`config.mk`:
```
export PLATFORM = sky130hd
export DESIGN_NAME = reset_sequencer
export DESIGN_NICKNAME = d
export VERILOG_FILES = /design/src/rtl/accel_pkg.sv /design/src/rtl/outstanding_counter.sv /design/src/rtl/reset_sequencer.sv
export SDC_FILE = /design/constraint.sdc
export NUM_CORES = 1
export LEC_CHECK = 0
export ABC_AREA = 0
export CAP_MARGIN = 20
export CORE_ASPECT_RATIO = 1.2
export CORE_MARGIN = 5
export CORE_UTILIZATION = 50
export CTS_CLUSTER_SIZE = 25
export DETAILED_ROUTE_END_ITERATION = 6
export PLACE_DENSITY = 0.76
export SLEW_MARGIN = 20
export SYNTH_ARGS = -nofsm -noshare
export SYNTH_HDL_FRONTEND = slang
export SYNTH_HIERARCHICAL = 1
export SYNTH_SLANG_ARGS = --single-unit
export TNS_END_PERCENT = 50
```
`constraint.sdc`:
```
create_clock -name clk -period 2.35 [get_ports clk]
set_clock_uncertainty 0.1 [all_clocks]
set_input_delay 0.47 -clock clk [delete_from_list [all_inputs] [get_ports clk]]
set_output_delay 0.47 -clock clk [all_outputs]
set_load 0.01 [all_outputs]
```
`src/rtl/accel_pkg.sv`:
```
// rtl/accel_pkg.sv - shared state encoding and default constants for the reset sequencer
package accel_pkg;

    localparam int DEF_NUM_STREAMS     = 4;
    localparam int DEF_MAX_OUTSTANDING = 16;
    localparam int DEF_RST_HOLD        = 16;
    localparam int DEF_TIMEOUT         = 4096;

    typedef enum logic [2:0] {
        ST_IDLE    = 3'd0,
        ST_QUIESCE = 3'd1,
        ST_DRAIN   = 3'd2,
        ST_HOLD    = 3'd3,
        ST_RELEASE = 3'd4
    } rs_state_e;

    // Bits needed to hold any value in 0..max_val (at least one bit).
    function automatic int cnt_width(input int max_val);
        if (max_val < 1) begin
            return 1;
        end
        return $clog2(max_val + 1);
    endfunction

endpackage

```
`src/rtl/outstanding_counter.sv`:
```
// rtl/outstanding_counter.sv - saturating outstanding-burst counter with misuse flag
module outstanding_counter
    import accel_pkg::*;
#(
    parameter int C_MAX = DEF_MAX_OUTSTANDING,
    parameter int W     = cnt_width(C_MAX)
) (
    input  logic         clk,
    input  logic         rst,
    input  logic         clr,
    input  logic         inc,
    input  logic         dec,
    output logic [W-1:0] count,
    output logic         err
);

    localparam logic [W-1:0] MAX_V = W'(C_MAX);

    logic [W-1:0] count_q;
    logic [W-1:0] count_d;

    // Next count: clear wins, paired inc+dec cancel, over/underflow is refused and flagged.
    always_comb begin
        count_d = count_q;
        err     = 1'b0;
        if (clr) begin
            count_d = '0;
        end else if (inc && !dec) begin
            if (count_q == MAX_V) begin
                err = 1'b1;
            end else begin
                count_d = count_q + 1'b1;
            end
        end else if (dec && !inc) begin
            if (count_q == '0) begin
                err = 1'b1;
            end else begin
                count_d = count_q - 1'b1;
            end
        end
    end

    // Count register.
    always_ff @(posedge clk) begin
        if (rst) begin
            count_q <= '0;
        end else begin
            count_q <= count_d;
        end
    end

    assign count = count_q;

endmodule

```
`src/rtl/reset_sequencer.sv`:
```
// rtl/reset_sequencer.sv - soft-reset sequencer for stream engines (optional drain timeout: RESET_SEQ_TIMEOUT_EN)
module reset_sequencer
    import accel_pkg::*;
#(
    parameter int C_NUM_STREAMS     = DEF_NUM_STREAMS,
    parameter int C_MAX_OUTSTANDING = DEF_MAX_OUTSTANDING,
    parameter int C_RST_HOLD        = DEF_RST_HOLD,
    parameter int C_TIMEOUT         = DEF_TIMEOUT
) (
    input  logic                     clk,
    input  logic                     rst,
    input  logic                     soft_reset_req,
    input  logic [C_NUM_STREAMS-1:0] stream_idle,
    input  logic                     ar_hs,
    input  logic                     r_last_hs,
    input  logic                     aw_hs,
    input  logic                     b_hs,
    output logic                     quiesce,
    output logic                     stream_rst,
    output logic                     busy,
    output logic                     done,
    output logic                     timed_out,
    output logic                     protocol_err
);

    localparam int CNT_W  = cnt_width(C_MAX_OUTSTANDING);
    localparam int HOLD_W = cnt_width(C_RST_HOLD);
    localparam logic [HOLD_W-1:0] HOLD_LAST = HOLD_W'(C_RST_HOLD - 1);

    rs_state_e          state_q, state_d;
    logic [HOLD_W-1:0]  hold_cnt_q, hold_cnt_d;
    logic               quiesce_q, quiesce_d;
    logic               stream_rst_q, stream_rst_d;
    logic               busy_q, busy_d;
    logic               done_q, done_d;
    logic               protocol_err_q, protocol_err_d;

    logic [CNT_W-1:0]   rd_cnt;
    logic [CNT_W-1:0]   wr_cnt;
    logic               rd_err;
    logic               wr_err;
    logic               cnt_clr;
    logic               timeout_hit;

    // Counters are forced to zero for every cycle spent in HOLD, engines being reset.
    assign cnt_clr = (state_d == ST_HOLD);

    outstanding_counter #(
        .C_MAX (C_MAX_OUTSTANDING),
        .W     (CNT_W)
    ) u_rd_cnt (
        .clk   (clk),
        .rst   (rst),
        .clr   (cnt_clr),
        .inc   (ar_hs),
        .dec   (r_last_hs),
        .count (rd_cnt),
        .err   (rd_err)
    );

    outstanding_counter #(
        .C_MAX (C_MAX_OUTSTANDING),
        .W     (CNT_W)
    ) u_wr_cnt (
        .clk   (clk),
        .rst   (rst),
        .clr   (cnt_clr),
        .inc   (aw_hs),
        .dec   (b_hs),
        .count (wr_cnt),
        .err   (wr_err)
    );

`ifdef RESET_SEQ_TIMEOUT_EN
    localparam int TO_W = cnt_width(C_TIMEOUT);
    localparam logic [TO_W-1:0] TO_LAST = TO_W'(C_TIMEOUT - 1);

    logic [TO_W-1:0] to_cnt_q, to_cnt_d;
    logic            timed_out_q, timed_out_d;

    assign timeout_hit = ((state_q == ST_QUIESCE) || (state_q == ST_DRAIN)) && (to_cnt_q == TO_LAST);

    // Timeout counter sits at zero in IDLE so it starts fresh on QUIESCE entry; flag clears on a new request.
    always_comb begin
        to_cnt_d    = to_cnt_q;
        timed_out_d = timed_out_q;
        if (state_q == ST_IDLE) begin
            to_cnt_d = '0;
            if (soft_reset_req) begin
                timed_out_d = 1'b0;
            end
        end else if (timeout_hit) begin
            timed_out_d = 1'b1;
        end else if ((state_q == ST_QUIESCE) || (state_q == ST_DRAIN)) begin
            to_cnt_d = to_cnt_q + 1'b1;
        end
    end

    // Timeout registers.
    always_ff @(posedge clk) begin
        if (rst) begin
            to_cnt_q    <= '0;
            timed_out_q <= 1'b0;
        end else begin
            to_cnt_q    <= to_cnt_d;
            timed_out_q <= timed_out_d;
        end
    end

    assign timed_out = timed_out_q;
`else
    assign timeout_hit = 1'b0;
    assign timed_out   = 1'b0;
`endif

    // Sequencer next state, plus registered outputs decoded from the next state.
    always_comb begin
        state_d    = state_q;
        hold_cnt_d = hold_cnt_q;
        case (state_q)
            ST_IDLE: begin
                hold_cnt_d = '0;
                if (soft_reset_req) begin
                    state_d = ST_QUIESCE;
                end
            end
            ST_QUIESCE: begin
                if (timeout_hit) begin
                    state_d    = ST_HOLD;
                    hold_cnt_d = '0;
                end else if (&stream_idle) begin
                    state_d = ST_DRAIN;
                end
            end
            ST_DRAIN: begin
                if (timeout_hit || ((rd_cnt == '0) && (wr_cnt == '0))) begin
                    state_d    = ST_HOLD;
                    hold_cnt_d = '0;
                end
            end
            ST_HOLD: begin
                if (hold_cnt_q == HOLD_LAST) begin
                    state_d = ST_RELEASE;
                end else begin
                    hold_cnt_d = hold_cnt_q + 1'b1;
                end
            end
            ST_RELEASE: begin
                state_d = ST_IDLE;
            end
            default: begin
                state_d = ST_IDLE;
            end
        endcase

        quiesce_d      = (state_d != ST_IDLE);
        busy_d         = (state_d != ST_IDLE);
        stream_rst_d   = (state_d == ST_HOLD);
        done_d         = (state_d == ST_RELEASE);
        protocol_err_d = protocol_err_q | rd_err | wr_err;
    end

    // State and output registers; reset aborts any sequence in progress.
    always_ff @(posedge clk) begin
        if (rst) begin
            state_q        <= ST_IDLE;
            hold_cnt_q     <= '0;
            quiesce_q      <= 1'b0;
            stream_rst_q   <= 1'b0;
            busy_q         <= 1'b0;
            done_q         <= 1'b0;
            protocol_err_q <= 1'b0;
        end else begin
            state_q        <= state_d;
            hold_cnt_q     <= hold_cnt_d;
            quiesce_q      <= quiesce_d;
            stream_rst_q   <= stream_rst_d;
            busy_q         <= busy_d;
            done_q         <= done_d;
            protocol_err_q <= protocol_err_d;
        end
    end

    assign quiesce      = quiesce_q;
    assign stream_rst   = stream_rst_q;
    assign busy         = busy_q;
    assign done         = done_q;
    assign protocol_err = protocol_err_q;

endmodule

```
Word level (Yosys, flattened, before mapping):

Cells that the tools add are included.
Widths: inputs -> output; s select.

* flip-flop bits (word level): 22
* input port bits: 11
* output and inout bits: 6
* word-level logic and storage cells: 76

* $add $sub $neg: 5
* eq/ne operators: 14
* muxes and demuxes: 26
* bitwise gates (word level): 2
* reductions and logical operators: 21

Operators with widths (number)
* $mux 5: 10
* $add 5x1->5 const B: 3
* $pmux 5 s3: 1
* $mux 3: 4
* $pmux 3 s4: 1
* $eq 5x5->1 const B: 2
* $logic_not 5->1: 2
* $mux 1: 10
* $sub 5x1->5 const B: 2
* $eq 3x2->1 const B: 3
* $reduce_and 3->1: 3
* $ne 2x2->1 const B: 4
* $reduce_bool 3->1: 2
* $eq 5x4->1 const B: 1
* $logic_and 1x1->1: 5
* $logic_not 1->1: 4
* $ne 2x1->1 const B: 2
* $reduce_and 4->1: 1
* $reduce_bool 2->1: 2
* $eq 3x1->1 const B: 1
* $eq 3x3->1 const B: 1
* $logic_not 3->1: 1
* $or 1x1->1: 2
* $reduce_or 2->1: 1

Logic depth before layout (Yosys ltp):

Gate-level depths: netlist of run 1.

* depth after elaboration: 8
* depth in mapped cells: 11
* gate-level depth less buffers: 10

Hierarchy:

Netlist of run 1, hierarchy kept.

By module, submodules not included
* outstanding_counter: instances 2, cells each 50, area each 449.2 sq um, seq. area each 100.1 sq um
* reset_sequencer: instances 1, cells each 67, area each 608.1 sq um, seq. area each 240.2 sq um

Worst setup path after synthesis of run 1:

OpenSTA, ideal clock, no wires.

* kind: reg2reg
* start: reg hold_cnt_q[0]
* end: reg u_rd_cnt.count_q[4], in the netlist u_rd_cnt/count[4]
* setup time: 95 ps
* arrival: 2216 ps
* data required time: 2155 ps
* slack: -61 ps
* stages on the path, launching flop included: 12
* buffers on the path: 1
* period minus slack after synthesis: 2411 ps
* cell sequence: dfxtp_1 -> ha_1 -> and3_1 -> ha_1 -> o21ai_2 -> nor3b_2 -> nor2_1 -> or2_1 -> buf_6 -> a2111oi_2 -> a311oi_1 -> o311ai_1

* word-level cells in the longest chain between the ends: 5

RTL lines
* from (decl): RTL line reset_sequencer.sv:31 `logic [HOLD_W-1:0] hold_cnt_q, hold_cnt_d;`
* from (signal assigned): RTL line reset_sequencer.sv:175 `hold_cnt_q <= hold_cnt_d;`
* $eq 5x4->1: RTL line reset_sequencer.sv:142 `if (hold_cnt_q == HOLD_LAST) begin`
* $mux 3: RTL line reset_sequencer.sv:142
* $pmux 3 s4: RTL line reset_sequencer.sv:120 `case (state_q)`
* $eq 3x2->1: RTL line reset_sequencer.sv:46 `assign cnt_clr = (state_d == ST_HOLD);`
* via cnt_clr: RTL line reset_sequencer.sv:42 `logic cnt_clr;`
* $reduce_or 2->1 (no line)
* to (signal assigned): RTL line outstanding_counter.sv:48 `count_q <= count_d;`
* to (decl): RTL line outstanding_counter.sv:19 `logic [W-1:0] count_q;`

The timed path passes the listed nets, and every way through them passes these cells.
A chain may end at the register's enable or synchronous reset.

Worst setup path after layout of run 1:

* start: reg hold_cnt_q[1]
* end: reg u_wr_cnt.count_q[4], in the netlist u_wr_cnt/count[4]

* word-level cells in the longest chain between the ends: 5

RTL lines (RTL line)
* $eq 5x4->1: reset_sequencer.sv:142
* $mux 3: reset_sequencer.sv:142
* $pmux 3 s4: reset_sequencer.sv:120
* $eq 3x2->1: reset_sequencer.sv:46
* via cnt_clr: reset_sequencer.sv:42
* $reduce_or 2->1 (no line)
* to (signal assigned): outstanding_counter.sv:48
* to (decl): outstanding_counter.sv:19

The timed path passes the listed nets, and every way through them passes these cells.

==> results of run 1 <==
-- cell usage after synthesis (3+ instances only) --
master and number:
ha_1 12, buf_6 4, a2111oi_0 4, xor2_1 3, a311oi_1 5, nand2_1 16
o21ai_0 3, xnor2_1 4, nor3_1 6, a21o_1 4, inv_1 11, nor2_1 18
a21oi_1 13, dfxtp_1 22
-- what timing repair did --
action / 4_1_cts / 5_1_grt
gates resized for setup: 11 / 15
cloned: 0 / 0
pin swaps: 3 / 12
endpoints found under the setup margin: 2 / 2
setup buffers: 1 / 5
-- layout make-up --
class,count,area [um2]
Fill cell,215,733
Inverter,11,41.3
Clock buffer,3,22.5
Timing Repair Buffer,54,443
Clock inverter,1,30.0
Tap cell,34,42.5
Sequential cell,22,443
Multi-Input combinational cell,128,1080
-- worst max path at each step --
stage	end	slack, ns	cells after the start
2_1_floorplan	u_wr_cnt/count[4]	0.007	10
4_1_cts	u_wr_cnt/count[4]	0.004	10
3_3_place_gp	u_wr_cnt/count[4]	-0.29	9
6_report	u_wr_cnt/count[4]	-0.02	9
5_1_grt	u_rd_cnt/count[4]	-0.06	8
3_5_place_dp	u_wr_cnt/count[4]	-0.48	9
-- placed cells by master (no fill, tap or decap), types with 3 or more instances in the layout --
| master | count |
|---|---|
| clkbuf_4 | 3 |
| nor3_1 | 4 |
| a21oi_1 | 12 |
| a21o_1 | 4 |
| xor2_1 | 3 |
| inv_1 | 9 |
| nor2_1 | 17 |
| ha_1 | 10 |
| a311oi_1 | 3 |
| nand2_1 | 16 |
| buf_4 | 39 |
| dfxtp_1 | 20 |
| xnor2_1 | 4 |
| clkdlybuf4s50_1 | 15 |
| o21ai_0 | 3 |
-- logic make-up after synthesis --
logic type	after synthesis
fa+ha+maj	14
flops	22
compound gates	44
buf+inv	17
xor+xnor	7
other cells	1
mux	2
simple gates	60
-- layer usage --
metal	vias up	track usage	routed length (um)	share of wire
li1	712	-	-	-
met1	747	0.200	1580	0.38
met2	57	0.349	2290	0.55
met3	8	0.0239	211	0.051
met4	0	0.0961	72	0.017
met5	-	0	0	0
-- report_power, final --
group | total [W] | internal [W] | switching (W)
clock | 0.000296 | 0.000173 | 0.000124
sequential | 0.000554 | 0.000447 | 0.000106
combinational | 0.00105 | 0.000516 | 0.000535
total | 0.00190 | 0.00114 | 0.000765
-- state kept, by name (all words and copies together) (netlist names) --
name,cells
hold_cnt_q,5
u_rd_cnt/count,5
u_wr_cnt/count,5
state_q,3
busy,1
done,1
protocol_err,1
stream_rst,1
-- worst max-delay path, cell delays in order (launching register included) --
cell and delay [ns]:
dfxtp_2 0.36, ha_4 0.16, and3_4 0.18, ha_4 0.16, a311o_2 0.41, nor2_4 0.15, or2_4 0.19, nor3_2 0.06
a311oi_2 0.29, o311ai_1 0.17
-- through the flow --
| step | worst slack [ns] | instances | total power [W] |
|---|---|---|---|
| after floorplan | 0.00706 | 167 | 0.00114 |
| after global placement | -0.287 | 243 | 0.00144 |
| after detailed placement | -0.482 | 243 | 0.00149 |
| after CTS | 0.00390 | 248 | 0.00180 |
| after global routing | -0.0577 | 253 | 0.00202 |
| final | -0.0233 | 253 | 0.00190 |
==> summary.md, run 1 <==
| Metric | Value |
|---|---|
| Depth of the worst hold-timing path | 2 |
| CP endpoint kind | flip-flop |
| Vias per inst | ~6.0 |
| DR iter-0 viols | 44 |
| Syn. warnings | 6 |
| HPWL Detailed | ~3000 um |
| CTS root buffer | clkbuf_4 |
| Hold Crit Class | reg2reg |
| Post-Route WL | approximately 4200 um |
| Area Overhead vs Synth | 39.7% |
| Die width | about 60 um |
| Top cells by area, synth | dfxtp_1 29%, ha_1 10%, nor2_1 4.5% |
| CP arrival | around 2.5 ns |
| Pwr Density | between 900 and 1000 mW/mm2 |
| #FFs+latches synth | 22 |
| Synth cell types | 43 |
| # hold bufs at CTS | 0 |
| GR Util All Layers | 0.190 |
| Leak | about 0.84 nW |
| Clock sinks | 22 |
| Async SR Flop Fraction | 0 |
| Post-synth top area share | 0.292 |
| Complex-gate fraction of the synthesized area | 0.230 |
| Die ar. | between 0.004 and 0.005 mm2 |
| Initial DRT Pass Iterations | 4 |
| Number of port buffers | 15 |
| Post-route ant nets | 0 |
| R2R cell count | 9 |
| Synth Cell Area | ~0.0015 mm2 |
| Tmin final | 2.37 ns |
| Clock buffer depth | 2 |
| Cell Area, Placed | between 0.0015 and 0.002 mm2 |
| Core Util, Final | 0.742 |
| GRT Residual Overflow | 0 |
| Post-DR wirelength/cell | about 16 um |
| Hold path startpoint | protocol_err |
| Core ar. | around 0.0028 mm2 |
| Final TNS setup | -0.0233 ns |
| Final Slew Violations | 0 |
| Critical path startpoint | hold_cnt_q[1] |
| Class of the most critical setup path | reg2reg |
| H-tree depth | 1 |
| Mapped Cells | ~170 |
| RR Startpoint | hold_cnt_q[1] |
| Chip Height | ~70 um |
| Mapped Avg Cell Area | around 9.0 um2 |
| Synthesized Nets | between 150 and 200 |
| Vias in the first global route | roughly 1,500 |
| Peak VDD IR | around 0.66 mV |
| GPL Wtd Cong | roughly 0.82 |
| Clock-pin transition on the worst setup and hold timing paths | approximately 0.13 ns |
| Status | complete, but fails checks |
| Max cap viols | 0 |
| Initial antenna violation count | 0 |
| Yosys top cell by area | dfxtp_1 |
| Failing checks | negative setup slack |
| Post-synthesis xor/xnor area fraction | 0.0407 |
| Share of layout cells above drive strength 1 | 0.352 |
| Number of synthesized flops with an enable pin | 0 |
| Final hold vios | 0 |
| Final Instance Area | about 0.0021 mm2 |
| TritonCTS clock tree | built |
| Clock latency on the worst-skew pair | between 0.3 and 0.4 ns |
| Ratio of final minimum period to clock period | 1.01 |
| Register area share after synthesis | 0.292 |
| Antenna diodes | 0 |
| Final setup fails | 1 |
| Mux share of post-synthesis cell area | 0.0133 |
| Post-synth top flop | dfxtp_1 |
| Drc violations | 0 |
| # nets final | around 250 |
| Hold WS | just over 0.4 ns |
| Worst Hold End | protocol_err |
| Synth Area in Simple Gates | 0.228 |
| Final setup margin | -0.0233 ns |
| Setup slack, reg-to-reg | -0.02 ns |
| CP Max Fanout | 6 |
| Achievable frequency | between 400 and 500 MHz |
| Critical path required time | ~2.4 ns |
| Inserted Clock Buffers | 3 |
| I/O pin cnt | 17 |
| Worst r2r dst | u_wr_cnt/count[4] |
| Largest family of logic cells by synthesized area | compound AO/OA/AOI/OAI gates |
| Largest net degree at the start of global routing | 14 |
| Row cnt | 21 |
| First-pass GRT wire length | 6360 um |
| Area share of fa/ha/maj cells after synthesis | 0.126 |
| CP Launch Type | flip-flop |
| DR vias | between 1,500 and 2,000 |
| Initial Util | 0.531 |
(Power assumes the default switching activity.)
==> inputs of run 2 (changes only) <==
--- a/config.mk
+++ b/config.mk
@@ -12,7 +12,7 @@
 export CORE_UTILIZATION = 50
 export CTS_CLUSTER_SIZE = 25
 export DETAILED_ROUTE_END_ITERATION = 6
-export PLACE_DENSITY = 0.76
+export PLACE_DENSITY = 0.77
 export SLEW_MARGIN = 20
 export SYNTH_ARGS = -nofsm -noshare
 export SYNTH_HDL_FRONTEND = slang
==> summary.md, run 2 (synthesis results as in run 1) <==
| Metric | Value |
|---|---|
| CTS root buffer | clkbuf_4 |
| Final Slew Violations | 0 |
| CP Max Fanout | 6 |
| Die ar. | 0.00422 mm2 |
| GR Util All Layers | 0.190 |
| CP Launch Type | input pin |
| Max cap viols | 0 |
| Sw Ratio | 0.401 |
| Tot Pwr | ~0.0019 W |
| Ratio of final minimum period to clock period | 0.997 |
| Buffer and inverter count on the worst path | 1 |
| Int Power | approximately 0.0011 W |
| # hold bufs at CTS | 0 |
| Hold Crit Class | reg2reg |
| Inserted Clock Buffers | 3 |
| Vias in the first global route | around 1,500 |
| Depth of the worst hold-timing path | 1 |
| Hold WS | roughly 0.4 ns |
| I/O pin cnt | 17 |
| Final setup fails | 0 |
| GRT Residual Overflow | 0 |
| Tmin final | ~2.3 ns |
| Clock latency on the worst-skew pair | between 0.3 and 0.4 ns |
| Clock sinks | 22 |
| H-tree depth | 1 |
| # fillers | about 190 |
| Chip Height | ~70 um |
| Max incr delay on CP | 0.47 ns |
| Antenna diodes | 0 |
| Initial Util | 0.531 |
| Pwr Density | slightly below 900 mW/mm2 |
| Core ar. | around 0.0028 mm2 |
| TritonCTS clock tree | built |
| Share of layout cells above drive strength 1 | 0.376 |
| Largest net degree at the start of global routing | 14 |
| Row cnt | 21 |
| Slowest-stage cell, CP | clkdlybuf4s50_1 |
| Area Overhead vs Synth | 42.2% |
| Cell family with most CP delay | compound AO/OA/AOI/OAI gates |
| Peak VDD IR | about 0.70 mV |
| Critical path required time | about 2.5 ns |
| Clk pwr share | 0.155 |
| DR vias | 1,502 |
| # nets final | between 200 and 250 |
| Clock-pin transition on the worst setup and hold timing paths | around 0.13 ns |
| Comb pwr share | 0.555 |
| Achievable frequency | approximately 430 MHz |
| CP arrival | 2.44 ns |
| Most frequent cells in the layout | 41 x buf_4, 20 x dfxtp_1, 16 x nor2_1, 16 x nand2_1, 14 x clkdlybuf4s50_1 |
| Final hold vios | 0 |
| Die width | 60.1 um |
| Reg area | roughly 440 um2 |
| Setup slack, reg-to-reg | 0.03 ns |
| Vias per inst | 5.89 |
| First-pass GRT wire length | 6380 um |
| RR Startpoint | hold_cnt_q[0] |
| Area occupied by multi-input gates | 0.00110 mm2 |
| Final setup margin | roughly 0.0067 ns |
| Worst Hold End | hold_cnt_q[3] |
| Leak | 0.874 nW |
| HPWL Detailed | around 2900 um |
| Post-route ant nets | 0 |
| R2R cell count | 9 |
| RSZ-0062 raised after global routing | yes |
| Class of the most critical setup path | in2reg |
| Hold path startpoint | hold_cnt_q[3] |
| Post-Route WL | approximately 4200 um |
| Status | finished, final reports clean |
| Drc violations | 0 |
| Initial DRT Pass Iterations | 4 |
| GPL Wtd Cong | ~0.88 |
| Initial antenna violation count | 0 |
| Clock buffer depth | 2 |
| Flop pwr share | 0.290 |
| Worst r2r dst | u_rd_cnt/count[4] |
| Switching power | roughly 0.00076 W |
| CP endpoint kind | flip-flop |
| Setup WS pre-CTS | -0.455 ns |
| DR iter-0 viols | 44 |
| Post-DR wirelength/cell | 16.4 um |
| Worst-path cell chain | clkdlybuf4s50_1, and4_4, a21oi_2, a311o_2, nor2_4, or2_4, a2111oi_2, a311oi_2, o311ai_1 |
| Number of port buffers | 15 |
| Commonest non-fill, non-tap cell in the layout | buf_4 |
run 2: layout make-up:
| type | count | share of cell area |
|---|---|---|
| inverters | 11 | 0.0193 |
| clock inverters | 1 | 0.0140 |
| multi-input cells | 128 | 0.515 |
| repair buffers | 56 | 0.215 |
| flip-flops and latches | 22 | 0.207 |
| well taps | 34 | 0.0199 |
| clock buffers | 3 | 0.0105 |
run 2: worst register-to-register path: cells and delay by family (launching register included):
kind / cells / cell delay, ns
compound gates: 4 / 0.87
simple gates: 3 / 0.55
flops: 1 / 0.36
fa+ha+maj: 2 / 0.32
run 2: metrics by stage:
| stage | utilization | instance area [um2] | cells | TNS [ns] |
|---|---|---|---|---|
| after detailed placement | 0.675 | 1910 | 245 | -2.35 |
| final | 0.755 | 2140 | 255 | 0 |
| after global routing | 0.755 | 2140 | 255 | -0.101 |
| after CTS | 0.716 | 2030 | 251 | 0 |
| after global placement | 0.675 | 1910 | 245 | -1.36 |
| after floorplan | - | 1520 | 167 | 0 |
run 2: how the worst max path moves through the flow:
stage	from	cells after the start	end	slack, ns
after CTS	hold_cnt_q[0]	11	u_wr_cnt/count[4]	0.007
after global placement	soft_reset_req	9	u_wr_cnt/count[4]	-0.33
after global routing	stream_idle[0]	9	u_rd_cnt/count[4]	-0.05
after detailed placement	soft_reset_req	9	u_wr_cnt/count[4]	-0.46
after floorplan	hold_cnt_q[0]	10	u_wr_cnt/count[4]	0.007
final	stream_idle[0]	9	u_rd_cnt/count[4]	0.007
run 2: power by group through the flow:
| stage | Combinational (W) | Clock [W] | Sequential [W] |
|---|---|---|---|
| finish | 0.00105 | 0.000293 | 0.000546 |
| global route | 0.00114 | 0.000306 | 0.000557 |
| CTS | 0.000985 | 0.000295 | 0.000541 |
| detailed placement | 0.000941 | 0 | 0.000548 |
| global placement | 0.000902 | 0 | 0.000542 |
| floorplan | 0.000582 | 0 | 0.000561 |
run 2: routing by layer:
metal	global-route usage	vias up	part of all wire
met3	0.0239	18	0.044
met4	0.0887	0	0.038
met2	0.328	49	0.52
li1	-	719	-
met5	0	-	0
met1	0.222	716	0.39
run 2: what timing repair did:
item	in CTS	in global routing
endpoints found under the setup margin	4	4
pin swaps	2	13
resized for setup	14	17
buffers inserted	2	4
==> inputs of run 3 (changes only) <==
--- a/config.mk
+++ b/config.mk
@@ -10,6 +10,8 @@
 export CORE_ASPECT_RATIO = 1.2
 export CORE_MARGIN = 5
 export CORE_UTILIZATION = 50
+export CTS_BUF_LIST = sky130_fd_sc_hd__clkbuf_16
+export CTS_CLUSTER_DIAMETER = 100
 export CTS_CLUSTER_SIZE = 25
 export DETAILED_ROUTE_END_ITERATION = 6
 export PLACE_DENSITY = 0.77
==> summary.md, run 3 (synthesis results as in run 1) <==
| Metric | Value |
|---|---|
| DR iter-0 viols | 82 |
| Vias in the first global route | 1,579 |
| Ratio of final minimum period to clock period | 1.02 |
| Depth of the worst hold-timing path | 1 |
| Initial Util | 0.531 |
| RR Startpoint | hold_cnt_q[0] |
| Leak | a little over 0.9 nW |
| Hold Crit Class | reg2reg |
| Flop pwr share | 0.260 |
| Post-route ant nets | 0 |
| Max incr delay on CP | around 0.48 ns |
| Clock sinks | 22 |
| GR Util All Layers | 0.210 |
| Number of port buffers | 15 |
| Worst Hold End | hold_cnt_q[3] |
| Slowest-stage cell, CP | clkdlybuf4s50_1 |
| Int Power | ~0.0013 W |
| RSZ-0062 raised after global routing | yes |
| Core Util, Final | 0.789 |
| Most used cell, CP | ha_1 |
| Final setup fails | 1 |
| Clock buffer depth | 2 |
| Worst-path cell chain | clkdlybuf4s50_1, inv_1, ha_1, inv_2, ha_1, a21oi_2, a2111oi_2, a311oi_2, o311ai_2 |
| Setup slack, reg-to-reg | -0.02 ns |
| R2R cell count | 9 |
| Post-DR wirelength/cell | between 15 and 20 um |
| CP arrival | 2.42 ns |
| Row cnt | 21 |
| Tot Pwr | around 0.0021 W |
| Achievable frequency | ~420 MHz |
| Area Overhead vs Synth | 48.7% |
| Most frequent cells in the layout | 45 x buf_4, 20 x dfxtp_1, 17 x nor2_1, 16 x nand2_1 |
| Status | complete, but fails checks |
| TritonCTS clock tree | built |
| Share of layout cells above drive strength 1 | 0.400 |
| Post-Route WL | 4700 um |
| CP Launch Type | input pin |
| Final Slew Violations | 0 |
| Commonest non-fill, non-tap cell in the layout | buf_4 |
| Switching power | approximately 0.00081 W |
| I/O pin cnt | 17 |
| Final hold vios | 0 |
| Hold WS | a little under 0.4 ns |
| Worst r2r dst | u_wr_cnt/count[4] |
| # fillers | about 170 |
| Die width | 60.1 um |
| Initial DRT Pass Iterations | 4 |
| Final TNS setup | -0.0522 ns |
| DR vias | between 1,500 and 2,000 |
| DP Cell Count | approximately 250 |
| Drc violations | 0 |
| Failing checks | negative setup slack |
| Chip Height | 70.1 um |
| HPWL Detailed | 2870 um |
| GPL Wtd Cong | between 0.8 and 0.9 |
| Max cap viols | 0 |
| Clk pwr share | 0.224 |
| Pwr Density | 948 mW/mm2 |
| Clock-pin transition on the worst setup and hold timing paths | approximately 0.06 ns |
| First-pass GRT wire length | 6930 um |
| Tmin final | 2.40 ns |
| Hold path startpoint | hold_cnt_q[3] |
| Critical path required time | approximately 2.4 ns |
| Initial antenna violation count | 0 |
| Class of the most critical setup path | in2reg |
| Clock latency on the worst-skew pair | roughly 0.25 ns |
| CP Max Fanout | 5 |
| GRT Residual Overflow | 0 |
| Antenna diodes | 0 |
| Inserted Clock Buffers | 3 |
| Final cell count without fillers | approximately 260 |
| # nets final | roughly 250 |
| Largest net degree at the start of global routing | 14 |
| Peak VDD IR | roughly 0.9 mV |
| Sw Ratio | 0.381 |
| CP endpoint kind | flip-flop |
| CTS root buffer | clkbuf_16 |
| H-tree depth | 1 |
| Vias per inst | a little under 6 |
| Core ar. | around 0.0028 mm2 |
| Die ar. | 0.00422 mm2 |
| Final setup margin | -0.0522 ns |
| Comb pwr share | 0.517 |
-- run 3: changes by cell type in the layout (fill, tap and decap cells not counted), moves of 2 or more --
cell             previous run  this run
fa_2                        0         2
clkbuf_4                    3         0
buf_4                      41        45
fa_1                        2         0
dlygate4sd2_1               0         4
clkdlybuf4s50_1            14        10
clkbuf_16                   0         3
-- run 3: worst max path at each step --
| stage | end | slack [ns] | start |
|---|---|---|---|
| 6_report | u_wr_cnt/count[4] | -0.05 | b_hs |
| 5_1_grt | u_wr_cnt/count[4] | -0.10 | u_rd_cnt/count[4] |
| 3_5_place_dp | u_wr_cnt/count[4] | -0.46 | soft_reset_req |
| 4_1_cts | u_wr_cnt/count[4] | 0.002 | b_hs |
| 2_1_floorplan | u_wr_cnt/count[4] | 0.007 | hold_cnt_q[0] |
| 3_3_place_gp | u_wr_cnt/count[4] | -0.33 | soft_reset_req |
-- run 3: layer usage --
| metal | global-route usage | part of all wire | vias up |
|---|---|---|---|
| met5 | 0 | 0 | - |
| met4 | 0.133 | 0.072 | 0 |
| met3 | 0.0313 | 0.038 | 29 |
| met2 | 0.363 | 0.50 | 52 |
| met1 | 0.228 | 0.39 | 728 |
| li1 | - | - | 728 |
-- run 3: final cells by class --
cell class                 instances  area [um2]  area share
clock inverter                     1        30.0      0.0134
timing repair buffer              60         485       0.217
multi-input combinational        128        1120       0.501
tap                               34        42.5      0.0190
inverter                          11        41.3      0.0184
sequential                        22         443       0.198
clock buffer                       3        75.1      0.0335
-- run 3: worst max-delay path: cells and delay by family --
family / cells / cell delay (ns)
AO/OA/AOI/OAI: 4 / 0.84
buffers and inverters: 3 / 0.63
adder cells (fa/ha/maj): 2 / 0.48
-- run 3: through the flow --
stage	instance area [um2]	worst slack [ns]
final	2240	-0.0522
after CTS	2110	0.00175
after detailed placement	1910	-0.455
after global routing	2240	-0.102
after global placement	1910	-0.328
after floorplan	1520	0.00706
-- run 3: timing repair --
item,in CTS,in global routing
pin swaps,9,8
gates resized for setup,17,22
endpoints found under the setup margin,4,4
setup buffers,6,4
hold buffers,0,0
-- run 3: power groups by stage --
stage / Clock, W / Combinational (W) / Sequential (W)
final: 0.000475 / 0.00110 / 0.000551
after floorplan: 0 / 0.000582 / 0.000561
after global placement: 0 / 0.000902 / 0.000542
after global routing: 0.000495 / 0.00119 / 0.000561
after detailed placement: 0 / 0.000941 / 0.000548
after CTS: 0.000483 / 0.000980 / 0.000542
==> variant 1 (settings of run 1) <==
Put one more register stage on the output `done`, with the module's reset. The value now appears one clock later. The other outputs are not delayed to match.
--- a/src/rtl/reset_sequencer.sv
+++ b/src/rtl/reset_sequencer.sv
@@ -184,7 +184,13 @@
     assign quiesce      = quiesce_q;
     assign stream_rst   = stream_rst_q;
     assign busy         = busy_q;
-    assign done         = done_q;
+    always_ff @(posedge clk) begin
+        if (rst) begin
+            done <= '0;
+        end else begin
+            done <= done_q;
+        end
+    end
     assign protocol_err = protocol_err_q;
 
 endmodule
Behaviour: no difference found for any inputs over 10 cycles, from zero or initial values and one cycle with rst high; that may be too few to reach the edited logic, so the function may still have changed.
==> variant 1 against run 1 <==
The flow still finishes with violations (setup timing); synthesized cell count unchanged; area after synthesis rose by 0.33%; total power down 2.8%; wire length is 3.9% lower; cell area is 2.1% higher; sequential cell count is 1 higher; clock power decreased by 35%; final cell count is 0.40% higher; die area is 0.28% higher; setup slack got worse by 0.070 ns; critical path type is now in2reg; highest routed layer unchanged.
==> variant 1: results (changes against run 1) <==
[placement]
globalplace.congestion=0.8417  ; was 0.8170
dp_slack_ns=-0.5437  ; was -0.4818 ns
hpwlAfterDp_um=3111  ; was 2984 um
dpl-instance-area_sq_mm=0.002026  ; was 0.001899 sq mm
placed_cells=250  ; was 243

[final_layout]
drive_above_1_share_pct=34.55  ; was 35.16%
final.fill_count=190  ; was 215
multi_input_area_share_pct=51.83  ; was 51.43%
final-nonclk-buf-share_pct=21.43  ; was 21.05%
multiInputGateArea_sq_mm=0.001114  ; was 0.001082 sq mm
clkCellAreaFrac_pct=1.281  ; was 2.497%
regArea_sq_um=462.9  ; was 442.9 sq um
multi_input_gates=127  ; was 128
n_all_buffers=55  ; was 54

[global_route]
grt_use_total_pct=20.85  ; was 18.98%
grtUsageMet2_pct=37.26  ; was 34.86%
grt_pass1_wl_um=6996  ; was 6361 um
grt_pass1_vias=1577  ; was 1,507
grtUsageMet3_pct=3.131  ; was 2.394%
met1_usage_pct=24.32  ; was 20.02%

[power]
clk-power_uw=193  ; was 296 uW
p_leak_nw=0.8603  ; was 0.8446 nW
p_clk_share_pct=10.4  ; was 15.6%
worst_ir_drop_vdd_uv=805.8  ; was 655.1 uV
p_seq_uw=579  ; was 554 uW

[sta]
worst_slack_ns=-0.09365  ; was -0.02332 ns
timing.hold.ws_ns=0.3621  ; was 0.4035 ns
fin_tns_setup_ns=-0.1706  ; was -0.02332 ns
setup_viol_count_final=2  ; was 1

[routing]
wl_met2_um=2150  ; was 2292 um
wl_met3_um=140  ; was 211 um
drtIter0Drc=52  ; was 44
wl_per_cell_um=15.72  ; was 16.43 um
vias=1454  ; was 1,524
wl_met1_um=1597  ; was 1580 um

[setup_path]
worstRegToRegCells=12  ; was 9
r2r_setup_slack_ns=-0.06  ; was -0.02 ns
slowest_stage=or4b_1  ; was a311o_2
crit_arrival_ns=2.54  ; was 2.46 ns
crit_fanout=5  ; was 6
r2r_end=u_rd_cnt/count[4]  ; was u_wr_cnt/count[4]
path_delay_family=simple AND/OR/NAND/NOR gates  ; was compound AO/OA/AOI/OAI gates
critPathMaxStageDelay_ns=0.46  ; was 0.41 ns

[synthesis]
yosysUniqueCellTypes=46  ; was 43
yosys_warnings=6  ; unchanged
async_flop_share_pct=0  ; unchanged
ys_top_cells_by_area=dfxtp_1 30%, ha_1 9.9%, a21oi_1 4.3%, nor2_1 4.0%, nand2_1 3.7%  ; was dfxtp_1 29%, ha_1 10%, nor2_1 4.5%, a21oi_1 4.3%, nand2_1 4.0%
synth_commonest_cells=23 x dfxtp_1, 16 x nor2_1, 15 x nand2_1  ; was 22 x dfxtp_1, 18 x nor2_1, 16 x nand2_1
ys.flop_type=dfxtp_1  ; unchanged
ys_seq_area_share_pct=30.46  ; was 29.24%

[clock_network]
cts_resized=12  ; was 11
cts_root_buffer=clkbuf_4  ; unchanged
cts.sinks=23  ; was 22
postCtsSetupBuffers=0  ; was 1

[die]
core_sq_mm=0.002838  ; unchanged

[min_path]
hold_depth=1  ; was 2
min_to=done  ; was protocol_err
hold_start=done_q  ; was protocol_err

[status]
violations=setup timing  ; unchanged
status=complete, but fails checks  ; unchanged

[variant 1: logic make-up (layout without fill, tap and decap cells)]
kind of cell / count (synthesis) / count (layout) / synth area share [%]
buffers and inverters: 17 / 70 / 5.794
flip-flops: 23 / 23 / 30.46
XOR/XNOR: 7 / 7 / 4.056
AO/OA/AOI/OAI: 44 / 44 / 22.85
AND/OR/NAND/NOR: 59 / 59 / 22.68
multiplexers: 2 / 2 / 1.325
other: 1 / 1 / 0.2481
adder cells (fa/ha/maj): 14 / 14 / 12.58
[variant 1: worst max-delay path by stage]
stage / start / endpoint
3_5_place_dp: stream_idle[3] / u_rd_cnt/count[4]
3_3_place_gp: stream_idle[2] / u_wr_cnt/count[4]
4_1_cts: stream_idle[3] / u_rd_cnt/count[4]
2_1_floorplan: hold_cnt_q[0] / u_rd_cnt/count[4]
6_report: stream_idle[2] / u_rd_cnt/count[4]
5_1_grt: hold_cnt_q[1] / u_rd_cnt/count[4]
==> variant 2 (flow settings as in run 1) <==
Made on the original files. The option `RESET_SEQ_TIMEOUT_EN` is turned on by a define.
--- a/src/rtl/reset_sequencer.sv
+++ b/src/rtl/reset_sequencer.sv
@@ -1,4 +1,6 @@
 // rtl/reset_sequencer.sv - soft-reset sequencer for stream engines (optional drain timeout: RESET_SEQ_TIMEOUT_EN)
+`define RESET_SEQ_TIMEOUT_EN
+
 module reset_sequencer
     import accel_pkg::*;
 #(
Formal check against the unedited RTL: same outputs for any inputs over 10 cycles, from zero or initial values and one cycle with rst high; that may be too few to reach the edited logic, so the function may still have changed.
==> variant 2 against run 1 <==
Wire length up 2.2%; cell area up 23%; setup slack better by 0.062 ns; area after synthesis up 35%; sequential cell count up 14; count of clock-buffer cells in the layout up 3; final cell count up 31%; maximum frequency up 2.7%; total power down 9.4%; synthesized cell count up 38%; combinational power down 51%.
==> variant 2: results (changes against run 1) <==
[placement]
globalplace.congestion=0.8470  ; was 0.8170
dp_slack_ns=-0.1887  ; was -0.4818 ns
portBuffers=16  ; was 15
hpwlAfterDp_um=3248  ; was 2984 um

[final_layout]
drive_above_1_share_pct=23.83  ; was 35.16%
largest_register_ffs=13
num-nets-final=294  ; was 245
antenna-diode-count=0  ; unchanged

[status]
status=finished clean  ; was complete, but fails checks

[global_route]
antenna_found_initial=0  ; unchanged
grt_pass1_wl_um=7431  ; was 6361 um
grt_max_degree=21  ; was 14
grt_use_total_pct=17.53  ; was 18.98%
grt_pass1_vias=1786  ; was 1,507

[clock_network]
clk_latency_ns=0.29  ; was 0.32 ns
cts-buffers-inserted=5  ; was 3
cts_root_buffer=clkbuf_8  ; was clkbuf_4
cts.htree.levels=2  ; was 1
clk_pin_slew_ns=0.07  ; was 0.13 ns

[setup_path]
crit_arrival_ns=2.38  ; was 2.46 ns
critPathMaxStageDelay_ns=0.38  ; was 0.41 ns
crit_fanout=6  ; unchanged
path_delay_family=simple AND/OR/NAND/NOR gates  ; was compound AO/OA/AOI/OAI gates
slowest_stage=nor4_4  ; was a311o_2

[synthesis]
ys_top_cells_by_area=dfxtp_1 35%, xnor2_1 6.0%, nor2_1 5.0%, nor3_1 4.4%, ha_1 4.3%  ; was dfxtp_1 29%, ha_1 10%, nor2_1 4.5%, a21oi_1 4.3%, nand2_1 4.0%
ys_seq_area_share_pct=35.36  ; was 29.24%
synth_fp_nets=249  ; was 192
synth_commonest_cells=36 x dfxtp_1, 27 x nor2_1, 18 x nor3_1  ; was 22 x dfxtp_1, 18 x nor2_1, 16 x nand2_1
ys.flop_type=dfxtp_1  ; unchanged
yosysUniqueCellTypes=50  ; was 43
yosys_warnings=6  ; unchanged

[power]
p_leak_nw=0.9532  ; was 0.8446 nW
worst_ir_drop_vdd_uv=358.4  ; was 655.1 uV
power.internal_mw=1.181  ; was 1.136 mW

[routing]
drtIter0Drc=144  ; was 44
drtPass1Iterations=4  ; unchanged
postRouteWirelength_um=4246  ; was 4156 um
vias_per_cell=5.441  ; was 6.024

[sta]
worst_pin_slew_ns=0.3926

## variant 2: worst reg2reg max path, stage by stage (launching register included)
cell and delay (ns):
dfxtp_1 0.36, nand4_1 0.16, nor4_4 0.38, a31oi_1 0.15, o311a_1 0.38, nor3_4 0.32
nor3_1 0.10, nor3_1 0.19, nor2_1 0.05
## variant 2: worst paths after layout
| kind | from | to | slack, ns | depth (start not counted) |
|---|---|---|---|---|
| max | to_cnt_q[10] | protocol_err | 0.04 | 8 |
| min | protocol_err | protocol_err | 0.38 | 2 |
| max reg2reg | to_cnt_q[10] | protocol_err | 0.04 | 8 |
| min reg2reg | protocol_err | protocol_err | 0.38 | 2 |
## variant 2: power by group through the flow
stage / clock, mW / combinational, mW / sequential [mW]
floorplan: 0 / 0.386 / 0.744
global placement: 0 / 0.498 / 0.764
detailed placement: 0 / 0.511 / 0.765
CTS: 0.465 / 0.514 / 0.751
global route: 0.486 / 0.576 / 0.766
finish: 0.452 / 0.517 / 0.753
## variant 2: what timing repair did
action                                  in CTS  in global routing
endpoints found under the setup margin       0                  3
buffers inserted                             0                  3
gates resized for setup                      0                  4
## variant 2: per-layer routing
layer  vias up  GRT usage (%)  wire [um]
li1        925              -          -
met1       836          20.29       1851
met2        32          30.38       2159
met3         8          3.803        150
met4         0          7.157         85
met5         -              0          0
## variant 2: cell families after synthesis
group,Yosys count,synth area share [%]
simple gates,106,29.65
compound gates,41,14.30
flops,36,35.36
xor+xnor,19,8.165
buf+inv,15,3.560
mux,7,4.665
fa+ha+maj,7,4.297
## variant 2: layout make-up
cell class              instances  area (sq um)
clock buffers                   6         82.58
flip-flops and latches         36         723.2
repair buffers                 46         385.4
inverters                       7         26.28
multi-input cells             180          1289
well taps                      54         67.56
fillers                       341          1358
clock inverters                 2         10.01
## variant 2: per-stage QoR
step / power [mW] / setup TNS, ns / std cells / instance area, sq um / util, %
2_1_floorplan: 1.130 / 0 / 231 / 2067 / -
3_3_place_gp: 1.262 / -0.2177 / 320 / 2451 / 62.19
3_5_place_dp: 1.276 / -0.5751 / 320 / 2451 / 62.19
4_1_cts: 1.729 / 0 / 328 / 2544 / 64.54
5_1_grt: 1.827 / -0.1528 / 331 / 2584 / 65.56
6_report: 1.722 / 0 / 331 / 2584 / 65.56
